--- src/rtl/eta_err_recover_pkg.sv ---
// Shared constants and FSM state type for the ETA error-recovery block.
package eta_pkg;

    localparam int ETA_WIDTH       = 32;
    localparam int ETA_APPROX_BITS = 20;
    localparam int ETA_CHUNK       = 4;
    localparam int ETA_NCHUNK      = ETA_APPROX_BITS / ETA_CHUNK;
    localparam int ETA_IDX_W       = $clog2(ETA_NCHUNK);

    typedef enum logic [2:0] {
        IDLE   = 3'd0,
        APPROX = 3'd1,
        FIX    = 3'd2,
        UPPER  = 3'd3,
        DONE   = 3'd4
    } eta_state_e;

endpackage

--- src/rtl/eta_err_recover_if.sv ---
// Operand/result handshake bundle between a producer/consumer and eta_err_recover.
interface eta_err_recover_if;
    import eta_pkg::*;

    logic                   in_valid;
    logic                   in_ready;
    logic [ETA_WIDTH-1:0]   in_a;
    logic [ETA_WIDTH-1:0]   in_b;
    logic                   approx_valid;
    logic [ETA_WIDTH:0]     approx_sum;
    logic                   out_valid;
    logic                   out_ready;
    logic [ETA_WIDTH:0]     exact_sum;
    logic [ETA_WIDTH+1:0]   err;
    logic                   err_flag;

    modport master (
        output in_valid, in_a, in_b, out_ready,
        input  in_ready, approx_valid, approx_sum, out_valid, exact_sum, err, err_flag
    );

    modport slave (
        input  in_valid, in_a, in_b, out_ready,
        output in_ready, approx_valid, approx_sum, out_valid, exact_sum, err, err_flag
    );

endinterface

--- src/rtl/eta_err_recover_approx_core.sv ---
// Combinational ETA approximate adder: carry-free low field with a saturating
// control chain, exact adder on the high field with carry-in tied to zero.
module eta_approx_core
    import eta_pkg::*;
#(
    parameter int W  = ETA_WIDTH,
    parameter int AB = ETA_APPROX_BITS
) (
    input  logic [W-1:0] a,
    input  logic [W-1:0] b,
    output logic [W:0]   sum
);

    logic [AB-1:0]   ctl;
    logic [AB-1:0]   low;
    logic [W-AB:0]   high;

    // Once a generate is seen, every lower bit is forced to one.
    always_comb begin
        ctl = '0;
        ctl[AB-1] = a[AB-1] & b[AB-1];
        for (int i = AB - 2; i >= 0; i--) begin
            ctl[i] = ctl[i+1] | (a[i] & b[i]);
        end
    end

    assign low  = ctl | (a[AB-1:0] ^ b[AB-1:0]);
    assign high = {1'b0, a[W-1:AB]} + {1'b0, b[W-1:AB]};
    assign sum  = {high, low};

endmodule

--- src/rtl/eta_err_recover.sv ---
// Publishes the ETA approximate sum early, then rebuilds the exact sum chunk by
// chunk and reports exact-approx. Optional stats counters: ETA_ERR_STATS_EN.
//
// state  | meaning
// IDLE   | waiting for an operand pair (only state with in_ready)
// APPROX | approx_sum valid pulse; carry/chunk index cleared
// FIX    | ripple one CHUNK-bit slice of the low field per cycle
// UPPER  | add high field with final carry, compute error
// DONE   | result presented until out_ready
module eta_err_recover
    import eta_pkg::*;
(
    input  logic              clk,
    input  logic              rst_n,
    eta_err_recover_if.slave  bus
`ifdef ETA_ERR_STATS_EN
    ,
    output logic [15:0]       stat_ops,
    output logic [15:0]       stat_errs
`endif
);

    localparam int W  = ETA_WIDTH;
    localparam int AB = ETA_APPROX_BITS;
    localparam int C  = ETA_CHUNK;
    localparam int NC = ETA_NCHUNK;
    localparam int HW = W - AB;

    eta_state_e             state_q, state_d;
    logic [W-1:0]           a_q, b_q;
    logic                   carry_q;
    logic [ETA_IDX_W-1:0]   idx_q;
    logic [AB-1:0]          low_q;
    logic [W:0]             approx_d, approx_q, exact_q;
    logic [W+1:0]           err_q;
    logic                   err_flag_q;
    logic                   rdy_q;

    logic                   accept;
    logic                   handoff;
    logic                   approx_valid_c;
    logic                   out_valid_c;
    logic [C:0]             chunk_sum;
    logic [HW:0]            high_sum;
    logic [W:0]             exact_d;
    logic [W+1:0]           err_d;

    eta_approx_core #(
        .W  (W),
        .AB (AB)
    ) u_core (
        .a   (bus.in_a),
        .b   (bus.in_b),
        .sum (approx_d)
    );

    // rdy_q mirrors "state is IDLE" but stays low through reset.
    assign accept  = bus.in_valid & rdy_q;
    assign handoff = out_valid_c & bus.out_ready;

    always_ff @(posedge clk or negedge rst_n) begin
        if (!rst_n) begin
            state_q <= IDLE;
        end else begin
            state_q <= state_d;
        end
    end

    always_comb begin
        state_d        = state_q;
        approx_valid_c = 1'b0;
        out_valid_c    = 1'b0;
        unique case (state_q)
            IDLE: begin
                if (accept) state_d = APPROX;
            end
            APPROX: begin
                approx_valid_c = 1'b1;
                state_d        = FIX;
            end
            FIX: begin
                if (idx_q == ETA_IDX_W'(NC - 1)) state_d = UPPER;
            end
            UPPER: begin
                state_d = DONE;
            end
            DONE: begin
                out_valid_c = 1'b1;
                if (bus.out_ready) state_d = IDLE;
            end
            default: begin
                state_d = IDLE;
            end
        endcase
    end

    assign chunk_sum = {1'b0, a_q[idx_q*C +: C]} + {1'b0, b_q[idx_q*C +: C]} + (C+1)'(carry_q);
    assign high_sum  = {1'b0, a_q[W-1:AB]} + {1'b0, b_q[W-1:AB]} + (HW+1)'(carry_q);
    assign exact_d   = {high_sum, low_q};
    assign err_d     = {1'b0, exact_d} - {1'b0, approx_q};

    // Low field accumulates in low_q so exact_sum keeps the previous result until UPPER.
    always_ff @(posedge clk or negedge rst_n) begin
        if (!rst_n) begin
            rdy_q      <= 1'b0;
            a_q        <= '0;
            b_q        <= '0;
            carry_q    <= 1'b0;
            idx_q      <= '0;
            low_q      <= '0;
            approx_q   <= '0;
            exact_q    <= '0;
            err_q      <= '0;
            err_flag_q <= 1'b0;
        end else begin
            rdy_q <= (state_d == IDLE);
            case (state_q)
                IDLE: begin
                    if (accept) begin
                        a_q      <= bus.in_a;
                        b_q      <= bus.in_b;
                        approx_q <= approx_d;
                    end
                end
                APPROX: begin
                    carry_q <= 1'b0;
                    idx_q   <= '0;
                end
                FIX: begin
                    low_q[idx_q*C +: C] <= chunk_sum[C-1:0];
                    carry_q             <= chunk_sum[C];
                    idx_q               <= idx_q + 1'b1;
                end
                UPPER: begin
                    exact_q    <= exact_d;
                    err_q      <= err_d;
                    err_flag_q <= |err_d;
                end
                default: ;
            endcase
        end
    end

    assign bus.in_ready     = rdy_q;
    assign bus.approx_valid = approx_valid_c;
    assign bus.approx_sum   = approx_q;
    assign bus.out_valid    = out_valid_c;
    assign bus.exact_sum    = exact_q;
    assign bus.err          = err_q;
    assign bus.err_flag     = err_flag_q;

`ifdef ETA_ERR_STATS_EN
    always_ff @(posedge clk or negedge rst_n) begin
        if (!rst_n) begin
            stat_ops  <= '0;
            stat_errs <= '0;
        end else if (handoff) begin
            if (stat_ops != 16'hFFFF) stat_ops <= stat_ops + 16'd1;
            if (err_flag_q && (stat_errs != 16'hFFFF)) stat_errs <= stat_errs + 16'd1;
        end
    end
`endif

endmodule

--- src/flat_wrapper.sv ---
// flat-port wrapper written by rule: the top's interface ports become plain ports
module eta_err_recover_flat import eta_pkg::*;
  (clk, rst_n, bus_in_valid, bus_in_a, bus_in_b, bus_out_ready, bus_in_ready, bus_approx_valid, bus_approx_sum, bus_out_valid, bus_exact_sum, bus_err, bus_err_flag);
  eta_err_recover_if bus_i ();
  input  logic clk;
  input  logic rst_n;
  input wire logic [$bits(bus_i.in_valid)-1:0] bus_in_valid;
  input wire logic [$bits(bus_i.in_a)-1:0] bus_in_a;
  input wire logic [$bits(bus_i.in_b)-1:0] bus_in_b;
  input wire logic [$bits(bus_i.out_ready)-1:0] bus_out_ready;
  output wire logic [$bits(bus_i.in_ready)-1:0] bus_in_ready;
  output wire logic [$bits(bus_i.approx_valid)-1:0] bus_approx_valid;
  output wire logic [$bits(bus_i.approx_sum)-1:0] bus_approx_sum;
  output wire logic [$bits(bus_i.out_valid)-1:0] bus_out_valid;
  output wire logic [$bits(bus_i.exact_sum)-1:0] bus_exact_sum;
  output wire logic [$bits(bus_i.err)-1:0] bus_err;
  output wire logic [$bits(bus_i.err_flag)-1:0] bus_err_flag;
  assign bus_i.in_valid = bus_in_valid;
  assign bus_i.in_a = bus_in_a;
  assign bus_i.in_b = bus_in_b;
  assign bus_i.out_ready = bus_out_ready;
  assign bus_in_ready = bus_i.in_ready;
  assign bus_approx_valid = bus_i.approx_valid;
  assign bus_approx_sum = bus_i.approx_sum;
  assign bus_out_valid = bus_i.out_valid;
  assign bus_exact_sum = bus_i.exact_sum;
  assign bus_err = bus_i.err;
  assign bus_err_flag = bus_i.err_flag;
  eta_err_recover u_core (.clk(clk), .rst_n(rst_n), .bus(bus_i));
endmodule
--- config.mk ---
export PLATFORM = sky130hd
export DESIGN_NAME = eta_err_recover_flat
export DESIGN_NICKNAME = d
export VERILOG_FILES = /design/src/rtl/eta_err_recover_pkg.sv /design/src/rtl/eta_err_recover_if.sv /design/src/rtl/eta_err_recover_approx_core.sv /design/src/rtl/eta_err_recover.sv /design/src/flat_wrapper.sv
export SDC_FILE = /design/constraint.sdc
export NUM_CORES = 1
export LEC_CHECK = 0
export ABC_CLOCK_PERIOD_IN_PS = 5560
export CAP_MARGIN = 30
export CORE_UTILIZATION = 55
export DETAILED_ROUTE_END_ITERATION = 16
export PLACE_DENSITY = 0.81
export SLEW_MARGIN = 20
export SYNTH_ARGS = -nofsm -noshare
export SYNTH_HDL_FRONTEND = slang
export SYNTH_SLANG_ARGS = --single-unit
--- constraint.sdc ---
create_clock -name clk -period 5.56 [get_ports clk]
set_input_delay 1.112 -clock clk [delete_from_list [all_inputs] [get_ports clk]]
set_output_delay 1.112 -clock clk [all_outputs]
set_load 0.01 [all_outputs]
# Word-level counts from Yosys, hierarchy flattened
# Cells that the tools add are included.
# totals
reg_bits	193
inputBits	68
output_inout_bits	104
elab_cells	84
# op_classes
n_addsub	8
n_eq_ne	5
n_shift	4
n_mux	9
bitwise_logic	42
n_reduce_logical	5
# op_table
operator	count
$shiftx A32 B6 Y4	2
$neg A5 Y34	1
$reduce_or A34 Y1	1
$shift A4 B34 Y20 const A	1
$shiftx A4 B34 Y20	1
$sub A33 B33 Y34	1
$add A12 B12 Y13	2
$and A1 B1 Y1	21
$bwmux W20	1
$or A20 B20 Y20	1
$xor A20 B20 Y20	1
$or A1 B1 Y1	19
$pmux W3 S5	1
$add A13 B1 Y13	1
$mux W3	3
$eq A3 B2 Y1 const B	2
$eq A3 B3 Y1 const B	2
$logic_not A3 Y1	2
$pmux W3 S2	1
$add A4 B4 Y5	1
$add A5 B1 Y5	1
$add A3 B1 Y3 const B	1
$eq A3 B1 Y1 const B	1
$mux W1	2
other kinds (3)	3

# Logic depth before layout (Yosys ltp)
# depth
word_depth	21
depth_mapped	22
depth_no_buf	22

# Cells and area by module
# A second synthesis with hierarchy kept.
# unflattened
hier_cells	1232
area_unflattened_um2	11847.6
# by_module_without_submodules
module	n_inst	cells_each	area_per_inst_um2	seq_area_each_um2
eta_err_recover	1	1117	10874.2	4829.6
eta_approx_core	1	115	973.4	0.0

# Worst setup path after synthesis
# No wires, ideal clock.
# synth_path
path_kind	register to register
start	register u_core.carry_q
end	register u_core.err_flag_q, in the netlist u_core.bus.err_flag
setup_ns	0.125
arrival_time_ns	3.852
required_ns	5.435
path_slack_ns	1.583
path_stages_with_launch	22
path_buffers	0
synth_period_minus_slack_ns	3.977
cell_sequence	dfrtp_1 -> fa_1 -> inv_1 -> fa_1 -> nor2b_1 -> o21ai_0 -> a21boi_1 -> o21ai_0 -> a21boi_1 -> o21ai_0 -> a21boi_1 -> o311a_1 -> o21ai_0 -> nand2b_1 -> ha_1 -> o2111ai_1 -> nor3_1 -> nand3_1 -> nor4b_1 -> nand4_1 -> nor4_1 -> nor2_1
# synth_between
elab_chain_cells	3
# synth_rtl
element	line	text
from (decl)	eta_err_recover.sv:31	logic carry_q;
from (signal assigned)	eta_err_recover.sv:131	carry_q <= chunk_sum[C];
$add A13 B1 Y13	eta_err_recover.sv:98	assign high_sum = {1'b0, a_q[W-1:AB]} + {1'b0, b_q[W-1:AB]} + (HW+1)'(carry_q);
named net u_core.high_sum[12]	eta_err_recover.sv:44	logic [HW:0] high_sum;
$sub A33 B33 Y34	eta_err_recover.sv:100	assign err_d = {1'b0, exact_d} - {1'b0, approx_q};
$reduce_or A34 Y1	eta_err_recover.sv:137	err_flag_q <= |err_d;
to (signal assigned)	eta_err_recover.sv:137	
to (decl)	eta_err_recover.sv:36	logic err_flag_q;
# The timed path passes the listed nets, and every way through them passes these cells.
# A chain may end at the register's enable or synchronous reset.

# Final worst setup path
# Ends and elaborated chain as after synthesis.

==> summary.txt <==
Die
  – Core area: between 0.015 and 0.02 mm2
  – Die height: roughly 150 um
  – I/O pins: 172
  – Initial Util: between 50% and 60%
  – Die width: 145 um
  – Row count: 51
  – Die Footprint: 0.0210 mm2

Yosys
  – Syn Area/Cell: 8.70 um2
  – Syn_nets: 1,452
  – Synth top area share: a little over two fifths
  – Main combinational cell family by area after synthesis: simple AND/OR/NAND/NOR gates
  – Post-synth EDFFs: 0
  – Post-Synth Simple-Gate Area: 22.1%
  – Post-Synthesis Cells: 1,293
  – Post-synthesis adder-cell area fraction: 10.5%
  – Largest area contributor in the netlist: dfrtp_1
  – Async set-or-reset flop fraction in the synthesized netlist: 100%
  – Syn. warnings: 0
  – Mapped Area: 0.0112 mm2
  – Distinct cells, synth: 68
  – Ys flop type: dfrtp_1
  – Top cells by area, synth: dfrtp_1, nand2_1, ha_1
  – Post-synthesis mux area share: 3.78%
  – Register area share after synthesis: 42.9%
  – Synth Area in XOR/XNOR: 3.11%
  – Post-synthesis compound-gate area fraction: between 10% and 20%
  – FF+latch count, synth: 193

Setup path
  – Crit path arrival time: 4.93 ns
  – Crit path largest cell delay: ~0.45 ns
  – Crit end category: register
  – Reg2reg start: u_core.carry_q
  – CP Cell Sequence: fa_1, inv_1, fa_1, nor2b_1, o21ai_0, a21boi_1, o21ai_0, a21boi_1, o21ai_0, a21boi_1, o311a_1, o21ai_0, nand2b_1, ha_1, o2111ai_1, nor3_1, nand3_1, nor4b_1, nand4_1, nor4_1, nor2_1
  – Delay-heaviest family, CP: compound AO/OA/AOI/OAI gates
  – Buffers & Inverters on Critical Path: 1
  – Worst-path maximum fanout: 4
  – Worst setup path startpoint: u_core.carry_q
  – Crit-path slowest cell: dfrtp_1
  – Worst r2r dst: u_core.bus.err_flag
  – WP data required: 5.89 ns
  – Register-to-Register Path Depth: 21
  – Critical setup path kind: reg2reg
  – Reg2reg setup slack: 0.96 ns
  – CP most frequent cell: o21ai_0
  – Startpoint Class: register

Clock network
  – Sink Count: 193
  – CTS max path bufs: 2
  – Worst-path clk slew: 0.07 ns
  – CTS Buf Count: 17
  – Setup Buffers After CTS: 0
  – Post-cts resize count: 0
  – CTS tree: built
  – Worst-skew pair later-pin latency: approximately 0.45 ns
  – CTS H-Tree Depth: 4
  – Hold buffer count at CTS: 0
  – Clock Tree Root: clkbuf_16

Timing
  – Pins Over Slew Limit: 0
  – Worst Skew: 0.00911 ns
  – Fin. Hold Viols: 0
  – Min Clock Period, post-route: 4.60 ns
  – Post-route setup slack: 0.963 ns
  – Worst-Margin Slew: around 0.83 ns
  – Slew margin rel.: 44.4%
  – Final setup vio count: 0
  – RSZ-0062 raised after global routing: no
  – Post-route setup TNS: 0 ns
  – F_max: about 220 MHz
  – Fin crit share: 82.7%

Drt
  – Number of remaining DRC errors: 0
  – Post-DRT Antenna Nets: 0
  – Drt first-iter violations: 904
  – Drt first pass iters: 8
  – Total Wirelength: about 32 mm
  – Routed length per instance: 18.6 um
  – Post-DR vias/cell: 5.75
  – Vias post-DR: around 10,000

Global routing
  – Largest net degree at the start of global routing: 130
  – Vias in the first global route: 9,576
  – Overflow after GRT: 0
  – Total track usage: 31.3%
  – Global-route wire length before repair: 51.1 mm
  – Antenna violations before repair: 0

Final layout
  – Layout Utilization: approximately 70%
  – Layout cells sized above 1: 5.29%
  – Most common cell after layout, fill and taps aside: nand2_1
  – Most frequent cells in the layout: nand2_1, dfrtp_1, clkdlybuf4s50_1, o21ai_0, ha_1
  – Layout Nets: 1,601
  – Area growth syn-to-layout: 22.9%
  – Antenna cells: 0

Hold path
  – Hold crit path type: reg2reg
  – HP Start: u_core.bus.exact_sum[17]
  – Min-Delay Path Depth: 2
  – Hold Crit Endpoint: u_core.bus.exact_sum[17]

Power and ir drop
  – Comb power frac: between 60% and 70%
  – VDD IR max: 0.000345 V
  – Static leakage: 6.64 nW
  – Clock share of power: 14.1%
  – PD cells: 675 mW/mm2
  – NetSw: around 4.3 mW
  – Sw Ratio: 46.3%
  – Reg power frac: between 20% and 30%
  – P_int: approximately 5.0 mW

Placement
  – Post-DP HPWL: 24.4 mm
  – Routability cong.: 0.952
  – Port bufs: 171
  – Pre-CTS setup slack: around 1.0 ns

Run
  – Maxcap violations: 0

Run status
  – Status: finished clean
## layout make-up
| cell class | count | area, um2 |
|---|---|---|
| multi-input combinational | 982 | 5980 |
| fill | 1570 | 5950 |
| sequential | 193 | 4830 |
| timing repair buffer | 180 | 1810 |
| clock buffer | 20 | 447 |
| tap | 265 | 332 |
| inverter | 68 | 255 |
| clock inverter | 12 | 171 |
## how the worst max path moves through the flow
stage,endpoint,slack (ns),cells past startpoint
finish,u_core.bus.err_flag,0.96,21
global route,u_core.bus.err_flag,0.61,21
CTS,u_core.bus.err_flag,1.05,21
detailed placement,u_core.bus.approx_sum[0],1.05,11
global placement,u_core.bus.approx_sum[0],1.10,11
floorplan,u_core.bus.err_flag,1.58,21
## routing by layer
| metal | track usage [%] | vias up | wire, um |
|---|---|---|---|
| met4 | 11.3 | 0 | 896 |
| met3 | 6.04 | 54 | 2050 |
| li1 | - | 4690 | - |
| met2 | 48.3 | 379 | 14700 |
| met1 | 44.0 | 4768 | 14400 |
| met5 | 0 | - | 0 |
## power by group through the flow
stage	combinational [mW]	sequential, mW	clock [mW]
2_1_floorplan	3.48	2.41	0
3_3_place_gp	5.39	2.41	0
3_5_place_dp	5.48	2.43	0
4_1_cts	5.52	2.41	1.32
5_1_grt	6.16	2.47	1.38
6_report	5.62	2.41	1.31
## worst register-to-register path, delay by kind of cell (launching register included)
family	cells	cell delay [ns]
simple gates	8	1.30
fa+ha+maj	3	1.04
buf+inv	1	0.08
compound gates	9	1.62
flops	1	0.45
## kinds of logic after synthesis
kind of cell | after synthesis
mux | 22
compound gates | 243
buf+inv | 118
simple gates | 586
fa+ha+maj | 91
flops | 193
xor+xnor | 40
## state kept, by name, indices dropped and copies added, names as in the netlist, 3 cells and up
register / flops
u_core.idx_q: 3
u_core.bus.exact_sum: 33
u_core.a_q: 32
u_core.b_q: 32
u_core.state_q: 3
u_core.bus.approx_sum: 33
u_core.bus.err: 34
u_core.low_q: 20
## stage by stage
stage	hold slack [ns]	cells	total power, mW	area (um2)
3_5_place_dp	0.461	1686	7.91	13200
3_3_place_gp	0.454	1686	7.80	13200
2_1_floorplan	0.440	1293	5.89	11200
6_report	0.476	1720	9.34	13800
5_1_grt	0.505	1720	10.0	13800
4_1_cts	0.479	1718	9.25	13800
## synthesized netlist by cell type (4+ instances only)
library cell,instances
a2111oi_0,5
a211oi_1,4
a21boi_0,5
a21o_1,13
a21oi_1,44
a31oi_1,5
and2_1,4
and3_1,6
buf_1,7
clkbuf_1,42
dfrtp_1,193
fa_1,6
ha_1,85
inv_1,67
mux2_2,4
mux4_2,16
nand2_1,427
nand2b_1,8
nand3_1,12
nand4_1,9
nor2_1,53
nor2b_1,9
nor3_1,14
nor3b_1,6
nor4_1,11
o21a_1,10
o21ai_0,86
o21ai_1,10
o31ai_1,21
o41ai_1,4
or2_2,7
or3_1,5
xnor2_1,20
xor2_1,20
No activity file was read; power rests on OpenSTA's default activity.
